[config.mk]
export PLATFORM = sky130hd
export DESIGN_NAME = rand_stream_receiver
export DESIGN_NICKNAME = d
export VERILOG_FILES = /design/src/rtl/rand_stream_receiver.sv
export SDC_FILE = /design/constraint.sdc
export NUM_CORES = 1
export LEC_CHECK = 0
export CORE_ASPECT_RATIO = 0.8
export CORE_UTILIZATION = 35
export CTS_CLUSTER_DIAMETER = 40
export DETAILED_ROUTE_END_ITERATION = 16
export PLACE_DENSITY_LB_ADDON = 0.12
export SLEW_MARGIN = 0
export SYNTH_ARGS = -nofsm -noshare
export SYNTH_HDL_FRONTEND = slang
export SYNTH_SLANG_ARGS = --single-unit
[constraint.sdc]
create_clock -name clk -period 3 [get_ports clk]
set_input_delay 0.3 -clock clk [delete_from_list [all_inputs] [get_ports clk]]
set_output_delay 0.3 -clock clk [all_outputs]
set_load 0.02 [all_outputs]
[src/rtl/rand_stream_receiver.sv]
// Serial pattern receiver: sync search, frame deserialise and check.
// Completed frames are offered downstream over valid/ready.
module rand_stream_receiver #(
  parameter int             W        = 32,
  parameter logic [W-1:0]   SYNC     = 32'h1E55B4E5,
  parameter int             MAX_MISS = 2,
  parameter int             ERR_W    = 16
) (
  input  logic             clk,
  input  logic             rst,
  input  logic             bit_in,
  input  logic             bit_valid,
  output logic [W-1:0]     word_out,
  output logic             word_valid,
  input  logic             word_ready,
  output logic             locked,
  output logic [ERR_W-1:0] err_cnt,
  output logic             overflow
);

  localparam int CW = $clog2(W + 1);
  localparam int MW = $clog2(MAX_MISS + 1);
  localparam logic [CW-1:0] LP_W   = CW'(W);
  localparam logic [CW-1:0] LP_WM1 = CW'(W - 1);
  localparam logic [MW-1:0] LP_MM  = MW'(MAX_MISS);

  typedef enum logic {S_SEARCH, S_LOCKED} state_t;

  state_t           r_state, w_state_nx;
  logic [W-1:0]     r_sh, w_sh_nx;
  logic [CW-1:0]    r_fill, w_fill_nx;
  logic [CW-1:0]    r_bcnt, w_bcnt_nx;
  logic [MW-1:0]    r_miss, w_miss_nx;
  logic [ERR_W-1:0] r_err, w_err_nx;
  logic [W-1:0]     r_word;
  logic             r_wvalid;
  logic             r_ovf;
  logic             w_done;
  logic             w_xfer;

  always_comb begin
    w_state_nx = r_state;
    w_sh_nx    = r_sh;
    w_fill_nx  = r_fill;
    w_bcnt_nx  = r_bcnt;
    w_miss_nx  = r_miss;
    w_err_nx   = r_err;
    w_done     = 1'b0;
    if (bit_valid) begin
      unique case (r_state)
        S_SEARCH: begin
          w_sh_nx = {bit_in, r_sh[W-1:1]};
          if (r_fill != LP_W)
            w_fill_nx = r_fill + CW'(1);
          if (w_fill_nx == LP_W && w_sh_nx == SYNC) begin
            w_state_nx = S_LOCKED;
            w_bcnt_nx  = '0;
            w_miss_nx  = '0;
          end
        end
        S_LOCKED: begin
          for (int k = 0; k < W; k++)
            if (r_bcnt == CW'(k))
              w_sh_nx[k] = bit_in;
          if (r_bcnt == LP_WM1) begin
            w_done    = 1'b1;
            w_bcnt_nx = '0;
            if (w_sh_nx == SYNC) begin
              w_miss_nx = '0;
            end else begin
              if (r_err != '1)
                w_err_nx = r_err + ERR_W'(1);
              w_miss_nx = r_miss + MW'(1);
              // repeated misses mean we slipped; restart the search
              if (w_miss_nx == LP_MM) begin
                w_state_nx = S_SEARCH;
                w_fill_nx  = '0;
              end
            end
          end else begin
            w_bcnt_nx = r_bcnt + CW'(1);
          end
        end
      endcase
    end
  end

  assign w_xfer = r_wvalid & word_ready;

  always_ff @(posedge clk) begin
    if (rst) begin
      r_state  <= S_SEARCH;
      r_sh     <= '0;
      r_fill   <= '0;
      r_bcnt   <= '0;
      r_miss   <= '0;
      r_err    <= '0;
      r_word   <= '0;
      r_wvalid <= 1'b0;
      r_ovf    <= 1'b0;
    end else begin
      r_state <= w_state_nx;
      r_sh    <= w_sh_nx;
      r_fill  <= w_fill_nx;
      r_bcnt  <= w_bcnt_nx;
      r_miss  <= w_miss_nx;
      r_err   <= w_err_nx;
      if (w_done) begin
        if (!r_wvalid || word_ready) begin
          r_word   <= w_sh_nx;
          r_wvalid <= 1'b1;
        end else begin
          r_ovf <= 1'b1;
        end
      end else if (w_xfer) begin
        r_wvalid <= 1'b0;
      end
    end
  end

  assign word_out   = r_word;
  assign word_valid = r_wvalid;
  assign locked     = (r_state == S_LOCKED);
  assign err_cnt    = r_err;
  assign overflow   = r_ovf;

endmodule
==> results of run 1 <==
## worst max-delay path, delay by kind of cell, from the launching register on
family | cells | cell delay (ns)
AND/OR/NAND/NOR | 4 | 0.91
AO/OA/AOI/OAI | 3 | 0.67
buffers and inverters | 2 | 0.35
adder cells (fa/ha/maj) | 1 | 0.32
multiplexers | 1 | 0.08
flip-flops | 1 | 0.42
## power groups by stage
stage	registers (µW)	logic, µW	clock network [µW]
final	1360	210	1230
after global routing	1370	233	1300
after CTS	1360	208	1260
after detailed placement	1390	206	0
after global placement	1390	204	0
after floorplan	1370	139	0
## timing repair
item / CTS / global route
cloned: 0 / 0
hold endpoints to repair: 0 / 0
endpoints found under the setup margin: 4 / 27
pin swaps: 0 / 1
gates resized for setup: 1 / 16
## worst max-delay path by stage
stage	depth (start not counted)	endpoint	slack, ns	from
floorplan	13	err_cnt[9]	0.30	r_bcnt[1]
global placement	10	err_cnt[10]	-0.13	r_bcnt[4]
detailed placement	10	err_cnt[3]	-0.05	r_bcnt[4]
CTS	12	err_cnt[10]	0.04	r_bcnt[1]
global route	12	err_cnt[10]	0.001	r_bcnt[1]
finish	11	err_cnt[6]	0.15	r_bcnt[1]
## metal layers
layer	wire (µm)	vias up	track usage, %
li1	-	2783	-
met1	9340	2787	33.9
met2	7430	151	31.5
met3	975	12	5.00
met4	212	0	5.30
met5	0	-	0
## sequential cells by signal, indices dropped and copies added (netlist names)
register    flops
err_cnt        16
locked          1
overflow        1
r_bcnt          6
r_fill          6
r_miss          2
r_sh           32
word_out       32
word_valid      1
## metrics by stage
stage	power, µW	util [%]	std cells
after global routing	2910	45.5	1000
after floorplan	1510	-	724
after CTS	2830	45.2	1000
final	2810	45.5	1000
after global placement	1590	43.0	984
after detailed placement	1600	43.0	984
## Yosys cell counts (5+ instances only)
cell and instances:
nand2_1 31, o31ai_1 8, inv_1 14, nand4_1 7, o221ai_1 26, nand2b_1 15
nor4_1 5, o22ai_1 11, ha_1 8, buf_6 5, nor2b_1 15, or4_1 8
dfxtp_1 97, nor2_1 134, nor3_1 18, clkbuf_1 48, mux2i_1 8, nand3b_1 8
o21ai_0 43, o211ai_1 5, a21oi_1 70, nand3_1 19, a211oi_1 14, or3_1 5
and3_1 9, a31oi_1 9
## cells by family (layout without fill, tap and decap cells)
kind of cell / Yosys count / after routing / synth area share (%)
DFF: 97 / 97 / 34.8
xor gates and xnor gates: 6 / 6 / 0.942
AOI/OAI and AO/OA: 220 / 220 / 25.5
adders and majority gates: 8 / 8 / 1.79
muxes: 12 / 12 / 2.51
and+or+nand+nor: 307 / 307 / 28.6
buffers and inverters: 74 / 140 / 5.85
## area by class of cell
class                   instances  area [µm²]  area share [%]
well taps                     210         263            3.77
repair buffers                110        1020            14.6
flip-flops and latches         97        1950            28.0
clock buffers                   9         225            3.23
multi-input cells             553        3370            48.3
inverters                      14        52.6           0.754
clock inverters                 7        93.8            1.35
==> results.toml, run 1 <==
[worst_setup_path]
worst_setup_path_start_kind = "flop"
worstPathCellList = "ha_1 -> buf_4 -> mux2i_1 -> nor3_1 -> a2bb2oi_1 -> a2111o_1 -> nor4_2 -> and4_4 -> buf_12 -> or4_1 -> a21oi_1"
slowest_delay_ns = 0.50
crit-reg2reg-capture = "err_cnt[6]"
r2r_cells = 11
endpoint_kind = "flop"
r2r_setup_slack_ns = 0.15
cp_max_fo = 26
critPathArrivalTime_ns = 3.14
worst_path_max_delay_cell = "or4_1"
required_ns = 3.29
r2r_start = "r_bcnt[1]"
path_class = "reg2reg"

[power]
ir_worst_vdd_uv = 270
switchingPower_uw = 742
p_int_uw = 2060
comb_power_share_pct = 7.5
clock_power_share_pct = 43.9
p_sw_share_pct = 26.4
p_seq_share_pct = 48.6
power_density_nw_per_um2 = 403
leakagePower_uw = 0.00232

[clock_tree]
clkSlewWorstSetupHoldPaths_ns = 0.07
cts_hold_buf = 0
cts_buffers = 9
clkLatencyLatePin_ns = 0.36
cts_setup_buffers = 0
cts_root_buf = "clkbuf_16"
cts-htree-levels = 3
cts_tree = "yes"
clkSinkCount = 97
cts_buffer_depth = 2

[floorplan]
coreArea_um2 = 15300
start_util_pct = 36.4
std_cell_rows = 40
dieHeight_um = 115
die-area_um2 = 16500
num_io_pins = 56
dieWidth_um = 143

[synth]
synth_top_area_share_pct = 34.8
synth_area_leader_cell = "dfxtp_1"
syn_inst = 724
synth.area.top_cells = "dfxtp_1 (35%), nor2_1 (9.0%), a21oi_1 (6.3%), o221ai_1 (4.1%), o21ai_0 (3.9%)"
postSynthRegisterBits = 97
async_flop_share_pct = 0
seq_area_frac_synth_pct = 34.8
yosys_warnings = 0
synth.avg_cell_area_um2 = 7.71
syn_area_um2 = 5580
syn-num-nets = 737
synth.distinct_cells = 69
synth_flop_cell = "dfxtp_1"
synth_edf_count = 0

[drt]
wl_per_cell_um = 18.0
viasPerCell = 5.73
routed_wl_um = 18000
dr.pass1.iters = 5
dr.first_iter.drc_count = 482
ant_nets = 0
drc = 0
vias = 5733

[sta]
whs_ns = 0.397
setup_violations = 0
max_slew.worst_pin.slew_ns = 0.542
fin_tns_setup_ns = 0
rsz0062_at_grt = "yes"
timing.final.ws_setup_ns = 0.146
drv_slew = 0
min_period_over_period_pct = 95.1
max_freq_mhz = 350
skew_ns = 0.0108
hold_viol = 0
period_needed_ns = 2.85
timing.max_slew.rel_slack_pct = 63.9

[placement]
dp.final_hpwl_um = 13100
place.gp.congestion = 0.972
port_buffers = 55
dpl_cell_area_um2 = 6590
pre_cts_ws_ns = -0.0518

[hold_path]
holdCritStartpoint = "rst"
holdPathEnd = "overflow"
min_path_cells = 2
hp-class = "in2reg"

[layout]
postLayoutCellArea_um2 = 6970
n_fill_cell = 1583
finalNetCount = 798
diodes = 0
drive_above_1_share_pct = 13.4
syn_to_final_growth_pct = 24.9
layout_commonest_cell = "nor2_1"
final_cell_mix = "nor2_1 (134), dfxtp_1 (92), a21oi_1 (69), clkdlybuf4s50_1 (54), buf_4 (50)"

[global_routing]
track_usage_pct = 22.4
grt_max_degree = 65
grt_antenna_before_repair = 0
grt_pass1_vias = 5158
grt_first_pass_wirelength_um = 28400
grt_overflow_total = 0

[run_status]
status = "completed"

[run]
max_cap_viol_count = 0
No activity file was read; power rests on OpenSTA's default activity.
==> inputs of run 2 (changes only) <==
CORE_ASPECT_RATIO = 1.75   (was 0.8)
SLEW_MARGIN = 40   (was 0)
==> results.toml, run 2 (synthesis gave the netlist of run 1 again) <==
[run_status]
status = "completed"

[clock_tree]
cts_hold_buf = 0
cts_tree = "yes"
clkSinkCount = 97
clkSlewWorstSetupHoldPaths_ns = 0.08
cts_buffers = 9
cts_buffer_depth = 2
cts_root_buf = "clkbuf_16"
cts-htree-levels = 3
clkLatencyLatePin_ns = 0.35

[layout]
finalNetCount = 807
drive_above_1_share_pct = 14.9
layout_commonest_cell = "nor2_1"
final_cell_mix = "nor2_1 (134), dfxtp_1 (91), a21oi_1 (67), buf_4 (59), clkdlybuf4s50_1 (54)"
fin_cells = 985
syn_to_final_growth_pct = 26.0
diodes = 0

[worst_setup_path]
cp_max_fo = 23
crit_path_start = "r_bcnt[2]"
r2r_start = "r_bcnt[2]"
path_class = "reg2reg"
critPathArrivalTime_ns = 3.17
worst_setup_path_start_kind = "flop"
required_ns = 3.28
endpoint_kind = "flop"

[run]
max_cap_viol_count = 0

[drt]
dr.pass1.iters = 5
viasPerCell = 5.92
vias = 5835
routed_wl_um = 18600
ant_nets = 0
dr.first_iter.drc_count = 307
wl_per_cell_um = 18.9
drc = 0

[global_routing]
grt_pass1_vias = 5603
grt_overflow_total = 0
use_met1_pct = 25.0
met2_usage_pct = 41.0
grt_max_degree = 78
grt_antenna_before_repair = 0
grt_first_pass_wirelength_um = 29700
gr-usage-met3_pct = 2.77
track_usage_pct = 22.5
grt.busiest_layer = "met2"

[floorplan]
dieWidth_um = 97.4
coreArea_um2 = 15500
dieHeight_um = 169
start_util_pct = 36.1
die-area_um2 = 16500
std_cell_rows = 60
num_io_pins = 56

[placement]
dp_cells = 968
dp.final_hpwl_um = 13800
place.gp.congestion = 0.901
pre_cts_ws_ns = -0.0292
port_buffers = 55

[power]
leakagePower_uw = 0.00236
power_uw = 2740
power_density_nw_per_um2 = 390
ir_worst_vdd_uv = 290

[sta]
timing.final.ws_setup_ns = 0.104
max_freq_mhz = 345
setup_violations = 0
rsz0062_at_grt = "no"
min_period_over_period_pct = 96.5
max_slew.worst_pin.slew_ns = 0.802
skew_ns = 0.0109
period_needed_ns = 2.90
drv_slew = 0
hold_viol = 0
timing.max_slew.rel_slack_pct = 46.5

[hold_path]
holdCritStartpoint = "overflow"
hp-class = "reg2reg"
==> run 2: cell types whose count changed in the layout (fill, tap and decap cells not counted), moves of 2 or more <==
cell and change:
buf_4 +9, ha_1 -2, a21oi_2 +2, inv_6 +3, a21oi_1 -2
==> run 2: timing repair <==
action | 4_1_cts | 5_1_grt
endpoints found under the setup margin | 6 | 26
setup buffers | 0 | 1
pin swaps | 0 | 1
resized for setup | 4 | 17
==> run 2: layer usage <==
layer / share of wire [%] / up-vias / routed length, µm
met3: 3.7 / 45 / 683
met4: 4.7 / 0 / 875
met2: 52 / 194 / 9680
li1: - / 2793 / -
met1: 40 / 2803 / 7380
met5: 0 / - / 0
==> run 2: worst paths after layout <==
kind / end / slack (ns) / cells after the start
worst max-delay path: err_cnt[15] / 0.10 / 11
worst min-delay path: overflow / 0.48 / 2
worst min register to register: overflow / 0.48 / 2
worst max register to register: err_cnt[15] / 0.10 / 11
==> run 2: per-stage QoR <==
stage                     setup TNS, ns  instance area [µm²]  hold WS (ns)  utilization [%]
after floorplan                       0                 5580         0.449                -
after global placement           -0.109                 6640         0.456             42.9
after detailed placement        -0.0313                 6640         0.464             42.9
after CTS                             0                 6950         0.484             44.9
after global routing                  0                 7030         0.517             45.4
final                                 0                 7030         0.476             45.4
==> run 2: cell type report <==
cell class                 instances  area (µm²)
clock buffer                      10         239
fill                            1594        8440
tap                              186         233
multi-input combinational        553        3400
clock inverter                     6        55.1
inverter                          14        52.6
sequential                        97        1950
timing repair buffer             119        1100
==> run 2: worst max-delay path, stage by stage, from the launching register on <==
cell and delay (ns):
dfxtp_2 0.41, or4_4 0.60, o21ai_0 0.22, o41ai_2 0.12, buf_4 0.15, o2111ai_1 0.10, nor4_1 0.06, and4_1 0.22
buf_12 0.17, buf_4 0.14, or4_1 0.46, a21oi_1 0.15
==> run 2: report_power, final <==
group,switching [µW],internal (µW),total [µW]
logic,136,88.1,224
registers,43.0,1320,1360
clock network,554,606,1160
==> inputs of run 3 (changes only) <==
HOLD_SLACK_MARGIN = 0.02   (was default)
==> results of run 3 <==
No change in the layout: final DEF, timing and power equal those of run 2.
